--- config.mk ---
export PLATFORM = sky130hd
export DESIGN_NAME = eth_frame_parser
export DESIGN_NICKNAME = d
export VERILOG_FILES = /design/src/rtl/eth_parse_pkg.sv /design/src/rtl/eth_frame_parser.sv
export SDC_FILE = /design/constraint.sdc
export NUM_CORES = 1
export LEC_CHECK = 0
export BUFFER_PORTS_ARGS = -buffer_cell sky130_fd_sc_hd__buf_4
export CAP_MARGIN = 20
export CORE_AREA = 2 2 500 502
export DETAILED_ROUTE_END_ITERATION = 6
export DIE_AREA = 0 0 502 504
export GPL_ROUTABILITY_DRIVEN = 0
export PLACE_DENSITY_LB_ADDON = 0.2
export SLEW_MARGIN = 30
export SYNTH_ARGS = -nofsm -noshare
export SYNTH_HDL_FRONTEND = slang
export SYNTH_SLANG_ARGS = --single-unit
--- constraint.sdc ---
create_clock -name clk -period 3.1 [get_ports clk]
set_input_delay 0.31 -clock clk [delete_from_list [all_inputs] [get_ports clk]]
set_output_delay 0.31 -clock clk [all_outputs]
set_load 0.005 [all_outputs]
--- src/rtl/eth_parse_pkg.sv ---
// Shared types for the Ethernet frame parser: SoC-wide widths, header/timestamp
// records and the parser state encoding.
package tracker_pkg;
  typedef struct packed {
    logic [47:0] rx_cycle;
  } tracker_stats_struct;
endpackage

package packet_struct_pkg;
  typedef struct packed {
    logic [47:0] dst_mac;
    logic [47:0] src_mac;
    logic [15:0] ethertype;
  } eth_hdr;
endpackage

package eth_parse_pkg;
  // SoC interface widths, shared with the MAC and downstream consumers.
  localparam int MAC_INTERFACE_W = 512;
  localparam int MAC_PADBYTES_W  = 6;
  localparam int MTU_SIZE_W      = 14;

  localparam int MAC_BYTES     = MAC_INTERFACE_W / 8;
  localparam int ETH_HDR_BYTES = 14;
  localparam int RESIDUE_BYTES = MAC_BYTES - ETH_HDR_BYTES;

  typedef enum logic [1:0] {
    ST_IDLE,
    ST_HDR_OUT,
    ST_DATA,
    ST_DRAIN
  } parse_state_e;
endpackage

--- src/rtl/eth_frame_parser.sv ---
// Strips the 14-byte Ethernet header from a 64-byte-wide MAC stream, presents it
// on a header channel and re-aligns the payload so it starts at byte 0.
module eth_frame_parser
  import eth_parse_pkg::*;
  import packet_struct_pkg::*;
  import tracker_pkg::*;
(
  input  logic                      clk,
  input  logic                      rst,
  input  logic                      mac_parse_val,
  input  logic [MAC_INTERFACE_W-1:0] mac_parse_data,
  input  logic                      mac_parse_last,
  input  logic [MAC_PADBYTES_W-1:0] mac_parse_padbytes,
  input  logic [MTU_SIZE_W-1:0]     mac_parse_frame_size,
  output logic                      parse_mac_rdy,
  output eth_hdr                    parse_dst_eth_hdr,
  output logic [MTU_SIZE_W-1:0]     parse_dst_data_size,
  output tracker_stats_struct       parse_dst_timestamp,
  output logic                      parse_dst_hdr_val,
  input  logic                      dst_parse_hdr_rdy,
  output logic                      parse_dst_data_val,
  output logic [MAC_INTERFACE_W-1:0] parse_dst_data,
  output logic                      parse_dst_data_last,
  output logic [MAC_PADBYTES_W-1:0] parse_dst_padbytes,
  input  logic                      dst_parse_data_rdy,
  output logic [31:0]               parse_drop_cnt
);

  localparam int HDR_W = ETH_HDR_BYTES * 8;
  localparam int RES_W = RESIDUE_BYTES * 8;
  localparam int TS_W  = $bits(tracker_stats_struct);

  parse_state_e         state_q, state_d;
  eth_hdr               hdr_q, hdr_d;
  logic [MTU_SIZE_W-1:0] size_q, size_d;
  tracker_stats_struct  ts_q, ts_d;
  logic [RES_W-1:0]     residue_q, residue_d;
  logic [6:0]           res_bytes_q, res_bytes_d;
  logic                 one_beat_q, one_beat_d;
  logic [31:0]          drop_cnt_q, drop_cnt_d;
  logic [63:0]          cycle_q;

  logic [6:0] in_vbytes;
  logic       in_short;

  // Valid bytes in the incoming beat and whether they fit inside the header.
  assign in_vbytes = 7'(MAC_BYTES) - 7'(mac_parse_padbytes);
  assign in_short  = (in_vbytes <= 7'(ETH_HDR_BYTES));

  assign parse_dst_eth_hdr   = hdr_q;
  assign parse_dst_data_size = size_q;
  assign parse_dst_timestamp = ts_q;
  assign parse_drop_cnt      = drop_cnt_q;

  always_comb begin
    // NOTE: every signal written here gets a default first so no path infers a latch.
    state_d     = state_q;
    hdr_d       = hdr_q;
    size_d      = size_q;
    ts_d        = ts_q;
    residue_d   = residue_q;
    res_bytes_d = res_bytes_q;
    one_beat_d  = one_beat_q;
    drop_cnt_d  = drop_cnt_q;

    parse_mac_rdy       = 1'b0;
    parse_dst_hdr_val   = 1'b0;
    parse_dst_data_val  = 1'b0;
    parse_dst_data      = {residue_q, mac_parse_data[MAC_INTERFACE_W-1 -: HDR_W]};
    parse_dst_data_last = 1'b0;
    parse_dst_padbytes  = '0;

    unique case (state_q)
      ST_IDLE: begin
        parse_mac_rdy = 1'b1;
        if (mac_parse_val) begin
          if (mac_parse_last && in_short) begin
            drop_cnt_d = drop_cnt_q + 32'd1;
          end else begin
            hdr_d       = eth_hdr'(mac_parse_data[MAC_INTERFACE_W-1 -: HDR_W]);
            size_d      = mac_parse_frame_size - MTU_SIZE_W'(ETH_HDR_BYTES);
            ts_d        = tracker_stats_struct'(cycle_q[TS_W-1:0]);
            residue_d   = mac_parse_data[RES_W-1:0];
            res_bytes_d = in_vbytes - 7'(ETH_HDR_BYTES);
            one_beat_d  = mac_parse_last;
            state_d     = ST_HDR_OUT;
          end
        end
      end

      ST_HDR_OUT: begin
        parse_dst_hdr_val = 1'b1;
        if (dst_parse_hdr_rdy) state_d = one_beat_q ? ST_DRAIN : ST_DATA;
      end

      ST_DATA: begin
        // Upstream and downstream are joined combinationally; the beat carries
        // the 50 held bytes followed by the first 14 bytes of the new beat.
        parse_dst_data_val = mac_parse_val;
        parse_mac_rdy      = dst_parse_data_rdy;
        if (mac_parse_last && in_short) begin
          parse_dst_data_last = 1'b1;
          parse_dst_padbytes  = MAC_PADBYTES_W'(7'(ETH_HDR_BYTES) - in_vbytes);
        end
        if (mac_parse_val && dst_parse_data_rdy) begin
          residue_d = mac_parse_data[RES_W-1:0];
          if (mac_parse_last) begin
            if (in_short) begin
              state_d = ST_IDLE;
            end else begin
              res_bytes_d = in_vbytes - 7'(ETH_HDR_BYTES);
              state_d     = ST_DRAIN;
            end
          end
        end
      end

      ST_DRAIN: begin
        parse_dst_data_val  = 1'b1;
        parse_dst_data      = {residue_q, {HDR_W{1'b0}}};
        parse_dst_data_last = 1'b1;
        parse_dst_padbytes  = MAC_PADBYTES_W'(7'(MAC_BYTES) - res_bytes_q);
        if (dst_parse_data_rdy) state_d = ST_IDLE;
      end

      default: state_d = ST_IDLE;
    endcase
  end

  always_ff @(posedge clk) begin
    // NOTE: state registers use non-blocking assignment so all flops update together.
    if (rst) begin
      state_q     <= ST_IDLE;
      hdr_q       <= '0;
      size_q      <= '0;
      ts_q        <= '0;
      residue_q   <= '0;
      res_bytes_q <= '0;
      one_beat_q  <= 1'b0;
      drop_cnt_q  <= '0;
      cycle_q     <= '0;
    end else begin
      state_q     <= state_d;
      hdr_q       <= hdr_d;
      size_q      <= size_d;
      ts_q        <= ts_d;
      residue_q   <= residue_d;
      res_bytes_q <= res_bytes_d;
      one_beat_q  <= one_beat_d;
      drop_cnt_q  <= drop_cnt_d;
      cycle_q     <= cycle_q + 64'd1;
    end
  end

endmodule

==> out/metrics.yaml, run 1 <==
run_status:
  status: "completed"
global_routing:
  grtUsageMet1: 0.166
  grt_max_degree: 112
  antenna_found_initial: 55
  use_met2: 0.251
  first_global_vias: 29887
  grt-ovfl-total: 0
  use_met3: 0.0595
  grt_pass1_wl_um: 255000
  track_usage: 0.145
  busiest_layer: "met2"
yosys:
  synth_nets: 3810
  netlist_area_um2: 28700
  synth_top_cell_area_share: 0.462
  synthTopCellsByArea: "dfxtp_1 (46%), mux2i_1 (20%), nand2_1 (15%)"
  yosys_warnings: 0
  netlist_top_cells_count: "nand2_1 (1179), dfxtp_1 (663), mux2i_1 (564)"
  syn_area_per_cell_um2: 8.80
  synth.distinct_cells: 68
  synth-seq-cells: 663
  synth_edf_count: 0
  synth_ff_type: "dfxtp_1"
  async_flop_share: 0
  netlist_instances: 3264
  synth_seq_area_share: 0.462
  synth.largest_area_cell: "dfxtp_1"
  synth.most_common_cell: "nand2_1"
detailed_routing:
  drt-vias-per-instance: 3.53
  antenna_left: 0
  wl_um: 191000
  wl_per_cell_um: 22.6
  remaining_drc_errors: 0
  vias: 29924
  first_pass_iters: 5
  first_iter_violations: 1575
critical_path:
  worstRegToRegCells: 5
  arrival_ps: 2650
  timing.rr.start: "cycle_q[5]"
  critical_path.endpoint_type: "primary output"
  critPathKind: "input port to primary output"
  start_kind: "input port"
  worst-path-max-fanout: 11
  timing.rr.end: "cycle_q[45]"
  startpoint: "mac_parse_padbytes[1]"
  required_ps: 2790
  r2r_slack_ps: 490
worst_hold_path:
  hold_depth: 3
  hold_start: "rst"
  hold_path.class: "input port to flip-flop"
  holdPathEnd: "cycle_q[47]"
clock_network:
  clock_latency_ps: 730
  cts-root-buf: "clkbuf_16"
  cts_tree: "done"
  path_clk_slew_ps: 60
  cts_made_buffers: 93
  cts_htree_levels: 3
  clockBufferDepth: 3
  clock_sinks: 663
floorplan:
  core_area_um2: 248000
  start_util: 0.116
  rows: 183
  die_area_um2: 253000
  die-width_um: 502
  dieHeight_um: 504
  num_io_pins: 1266
final_layout:
  fin_nets: 5584
  multi_input_area_um2: 14100
  drive_above_1_share: 0.310
  fin_area_um2: 51000
  area_growth_pct: 77.8
  final-seq-area_um2: 13300
  num-fill-cells: 27470
  final_util: 0.206
sta:
  finalMaxSlewViolations: 0
  finalSetupViolations: 0
  clock-skew-final_ps: 54.2
  max_freq_mhz: 337
  relSlewSlack: 0.538
  postLayoutSetupSlackWorst_ps: 136
  tns_ps: 0
  worst_slew_pin_slew_ps: 693
  rsz0062_at_grt: "no"
  fin_crit_sh: 0.956
  final_hold_viol_count: 0
  fin_crit_ps: 2960
flow_run:
  maxCapViolCount: 0
power:
  power.leakage_nw: 21.9
  ir_drop_uv: 372
  power_density_nw_per_um2: 512
placement:
  dpl_cell_area_um2: 42400
  dp_slack_ps: 24.8
  dpl.hpwl_um: 160000
  io_buffers: 1265
[layout make-up]
class	count	share of cell area
timing repair buffer	1925	0.317
multi-input combinational	2331	0.276
sequential	663	0.260
tap	3330	0.0816
clock buffer	141	0.0555
clock inverter	31	0.00684
inverter	24	0.00191
antenna	23	0.00113
[how the worst max path moves through the flow]
stage / endpoint / slack (ps) / cells past startpoint
6_report: parse_dst_padbytes[2] / 140 / 10
5_1_grt: parse_dst_padbytes[2] / 30 / 10
4_1_cts: parse_dst_padbytes[2] / 60 / 10
3_5_place_dp: residue_q[350] / 20 / 12
3_3_place_gp: residue_q[350] / 60 / 12
2_1_floorplan: res_bytes_q[5] / 240 / 11
[metal layers]
metal  routed length (um)  vias to the layer above
met5                  127                        -
met4                 3970                       22
met3                18200                      208
met2                92600                     1068
met1                76500                    14182
li1                     -                    14444
[flip-flops by register name, indices dropped and copies added (netlist names)]
| name | cells |
|---|---|
| cycle_q | 48 |
| one_beat_q | 1 |
| parse_drop_cnt | 32 |
| parse_dst_data_size | 14 |
| parse_dst_eth_hdr | 112 |
| parse_dst_timestamp | 48 |
| res_bytes_q | 6 |
| residue_q | 400 |
| state_q | 2 |
[worst max-delay path, stage by stage]
cell      delay [ps]
buf_4            140
inv_1             90
ha_2             300
nor4b_2          340
a22o_1           310
nand2_2          140
or4_1            480
a21boi_0         260
buf_4            170
buf_4            100
[logic make-up after synthesis]
family	synth area share
simple gates	0.230
flops	0.462
buf+inv	0.0483
fa+ha+maj	0.00349
compound gates	0.0411
mux	0.203
xor+xnor	0.0122
[stage by stage]
| step | instances | hold slack (ps) | power, mW |
|---|---|---|---|
| final | 8468 | 171 | 26.1 |
| after floorplan | 3264 | 431 | 11.5 |
| after global routing | 8459 | 110 | 27.4 |
| after global placement | 7737 | 441 | 14.6 |
| after CTS | 8445 | 73.5 | 26.8 |
| after detailed placement | 7737 | 447 | 14.6 |
[report_power, final]
| group | switching (mW) | internal (mW) | total [mW] | leakage (nW) |
|---|---|---|---|---|
| combinational | 2.72 | 2.70 | 5.41 | 14.9 |
| clock | 4.53 | 6.64 | 11.2 | 1.56 |
| sequential | 0.405 | 9.14 | 9.55 | 5.43 |
| total | 7.66 | 18.5 | 26.1 | 21.9 |
[timing repair]
item / CTS / global route
buffers inserted: 0 / 0
gates resized for setup: 0 / 1
hold endpoints to repair: 530 / 0
endpoints found under the setup margin: 0 / 3
hold buffers: 536 / 0
[cell usage in the layout (no fill, tap or decap), drive strengths merged, types with 22 or more instances in the layout]
master	n
buf	1389
nand2	1180
dfxtp	663
mux2i	564
dlygate4sd3	536
clkbuf	141
and2	119
nor2	54
a21oi	38
nand3	34
inv	30
xnor2	26
nor2b	26
diode	23
o21ai	22
Power figures use the tool's default switching activity.
==> inputs of run 2 (changes only) <==
--- a/config.mk
+++ b/config.mk
@@ -5,11 +5,12 @@
 export SDC_FILE = /design/constraint.sdc
 export NUM_CORES = 1
 export LEC_CHECK = 0
+export ABC_AREA = 1
 export BUFFER_PORTS_ARGS = -buffer_cell sky130_fd_sc_hd__buf_4
 export CAP_MARGIN = 20
-export CORE_AREA = 2 2 500 502
+export CORE_AREA = 2 2 492 494
 export DETAILED_ROUTE_END_ITERATION = 6
-export DIE_AREA = 0 0 502 504
+export DIE_AREA = 0 0 494 496
 export GPL_ROUTABILITY_DRIVEN = 0
 export PLACE_DENSITY_LB_ADDON = 0.2
 export SLEW_MARGIN = 30
==> run 2 against run 1 <==
Net effect:
- hold slack got worse by 54 ps
- critical path depth is 5 lower
- global-route usage is 0.28 points higher
- non-clock buffer count increased by 2
- count of clock-buffer cells in the layout is 13 lower
- utilization fell by 0.40 points
- critical path type is now flip-flop to primary output
- largest cell class unchanged
==> out/metrics.yaml, run 2 <==
detailed_routing:
  wl_um: 192000
  first_pass_iters: 5
  first_iter_violations: 1843
  remaining_drc_errors: 0
  drt-vias-per-instance: 3.58
  wl_per_cell_um: 22.1
  antenna_left: 0
  vias: 31097
final_layout:
  final_util: 0.202
  fin_nets: 5957
  fin_cells: 8679
  layout_commonest_cell: "buf_4"
  area_growth_pct: 85.2
  fin_area_um2: 48500
  top_register: "residue_q"
  drive_above_1_share: 0.287
  final_cell_mix: "buf_4 (1358), nor2_1 (1031), dfxtp_1 (663)"
  largest_reg_flops: 400
yosys:
  synth_seq_area_share: 0.507
  async_flop_share: 0
  synth_top_family_by_area: "simple AND/OR/NAND/NOR gates"
  synth.distinct_cells: 37
  synth_top_cell_area_share: 0.507
  netlist_area_um2: 26200
  synth.most_common_cell: "nor2_1"
  synth.largest_area_cell: "dfxtp_1"
  netlist_top_cells_count: "nor2_1 (1031), dfxtp_1 (663), nand2_1 (595)"
  synth_fa_ha_area_frac: 0.00383
  synth_ff_type: "dfxtp_1"
  netlist_instances: 3610
  yosys_warnings: 0
  synth_compound_area_frac: 0.130
  yosys.area_share.simple: 0.271
  synth_edf_count: 0
  synth.area.mux_share: 0
  synth_nets: 4156
  synth-seq-cells: 663
  synthXorXnorAreaFrac: 0.0133
  synthTopCellsByArea: "dfxtp_1 (51%), nor2_1 (15%), nand2_1 (8.5%)"
  syn_area_per_cell_um2: 7.25
sta:
  hold_slack_ps: 117
  tns_ps: 0
  worst_slew_pin_slew_ps: 1100
  finalSetupViolations: 0
  final_hold_viol_count: 0
  relSlewSlack: 0.265
  clock-skew-final_ps: 57.4
  finalMaxSlewViolations: 0
  fin_crit_ps: 2820
  rsz0062_at_grt: "no"
  max_freq_mhz: 355
  fin_crit_sh: 0.908
power:
  sw_frac_of_total: 0.355
  ir_drop_uv: 380
  pwr-share-comb: 0.329
  p_int_mw: 21.9
  clkPwrFrac: 0.335
  p_sw_mw: 12.1
  power.leakage_nw: 20.8
  power_density_nw_per_um2: 700
  seq_power_share: 0.336
clock_network:
  path_clk_slew_ps: 60
  cts_tree: "done"
  clock_latency_ps: 730
  cts_setup_buffers: 0
  clock_sinks: 663
  clockBufferDepth: 3
  cts_made_buffers: 90
  cts-root-buf: "clkbuf_16"
  cts_htree_levels: 3
worst_hold_path:
  hold_start: "mac_parse_data[440]"
  hold_path.class: "input port to flip-flop"
floorplan:
  num_io_pins: 1266
  core_area_um2: 240000
  rows: 180
  die_area_um2: 245000
  start_util: 0.109
  dieHeight_um: 496
  die-width_um: 494
critical_path:
  worst-path-max-fanout: 45
  startpoint: "state_q[0]"
  arrival_ps: 2510
  critical_path.endpoint_type: "primary output"
  crit_chain: "nand2_1 > inv_8 > buf_4 > nor2_1 > buf_4"
  cp_common_cell: "buf_4"
  timing.rr.start: "cycle_q[0]"
  start_kind: "flip-flop"
  critPathMaxStageDelay_ps: 400
  critPathKind: "flip-flop to primary output"
  required_ps: 2790
  cp_slowest_cell: "dfxtp_1"
placement:
  dpl.hpwl_um: 156000
  dpl_cell_area_um2: 39800
  numPlacedInstances: 7965
  io_buffers: 1265
global_routing:
  first_global_vias: 30699
  antenna_found_initial: 37
  grt_max_degree: 166
  grt_pass1_wl_um: 253000
  track_usage: 0.148
  grt-ovfl-total: 0
run_status:
  status: "completed"
flow_run:
  maxCapViolCount: 0
## run 2: cell count changes after synthesis, sizes merged, moves of 16 or more
cell,change
nor3,+33
inv,+186
buf,+58
nor2,+985
a21oi,+207
clkbuf,-86
nor2b,-26
or4,-18
nand2,-582
and2,-119
mux2,-16
nand4,+17
o21ai,+399
mux2i,-564
## run 2: worst max-delay path, delay by kind of cell (launching register included)
kind	cells	cell delay (ps)
buffers and inverters	3	960
flip-flops	1	400
AND/OR/NAND/NOR	2	340
## run 2: per-stage QoR
| step | total power [mW] | worst slack [ps] |
|---|---|---|
| 3_3_place_gp | 22.3 | 137 |
| 2_1_floorplan | 15.3 | 969 |
| 6_report | 33.9 | 284 |
| 3_5_place_dp | 22.3 | 63.7 |
| 5_1_grt | 35.9 | 54.4 |
| 4_1_cts | 34.7 | 36.9 |
## run 2: area by class of cell
class                      count  area (um2)
clock inverter                32         568
tap                         3185        3990
timing repair buffer        1927       16200
sequential                   663       13300
antenna                       15        37.5
fill                       27087      191000
multi-input combinational   2519       11000
inverter                     210         818
clock buffer                 128        2620
## run 2: cells by family after synthesis
kind of cell | count (synthesis)
buffers and inverters | 428
DFF | 663
adders and majority gates | 8
AOI/OAI and AO/OA | 677
and+or+nand+nor | 1795
xor gates and xnor gates | 39
## run 2: worst paths after layout
check | to | slack [ps] | cells after the start
setup / recovery | parse_dst_data[60] | 280 | 5
hold / removal | parse_dst_eth_hdr[40] | 120 | 3
setup reg to reg | cycle_q[22] | 680 | 11
hold reg to reg | parse_dst_timestamp[23] | 460 | 2
## run 2: routing by layer
| metal | part of all wire | vias to the layer above | wire (um) | global-route usage |
|---|---|---|---|---|
| met4 | 0.049 | 16 | 9460 | 0.0698 |
| met3 | 0.11 | 251 | 21300 | 0.0699 |
| met1 | 0.39 | 14531 | 74700 | 0.167 |
| li1 | - | 15109 | - | - |
| met5 | 0.00051 | - | 97 | 0 |
| met2 | 0.45 | 1190 | 86000 | 0.234 |
## run 2: what timing repair did
item,CTS,global route
endpoints found under the hold margin,533,0
hold buffers,539,0
cloned,0,0
gates resized for setup,2,1
endpoints found under the setup margin,2,2
pin swaps,0,0
## run 2: power groups by stage
stage	Combinational [mW]	Clock, mW	Sequential [mW]
6_report	11.2	11.4	11.4
5_1_grt	12.2	12.1	11.6
4_1_cts	11.5	11.8	11.4
3_5_place_dp	10.8	0	11.5
3_3_place_gp	10.8	0	11.5
2_1_floorplan	4.00	0	11.3
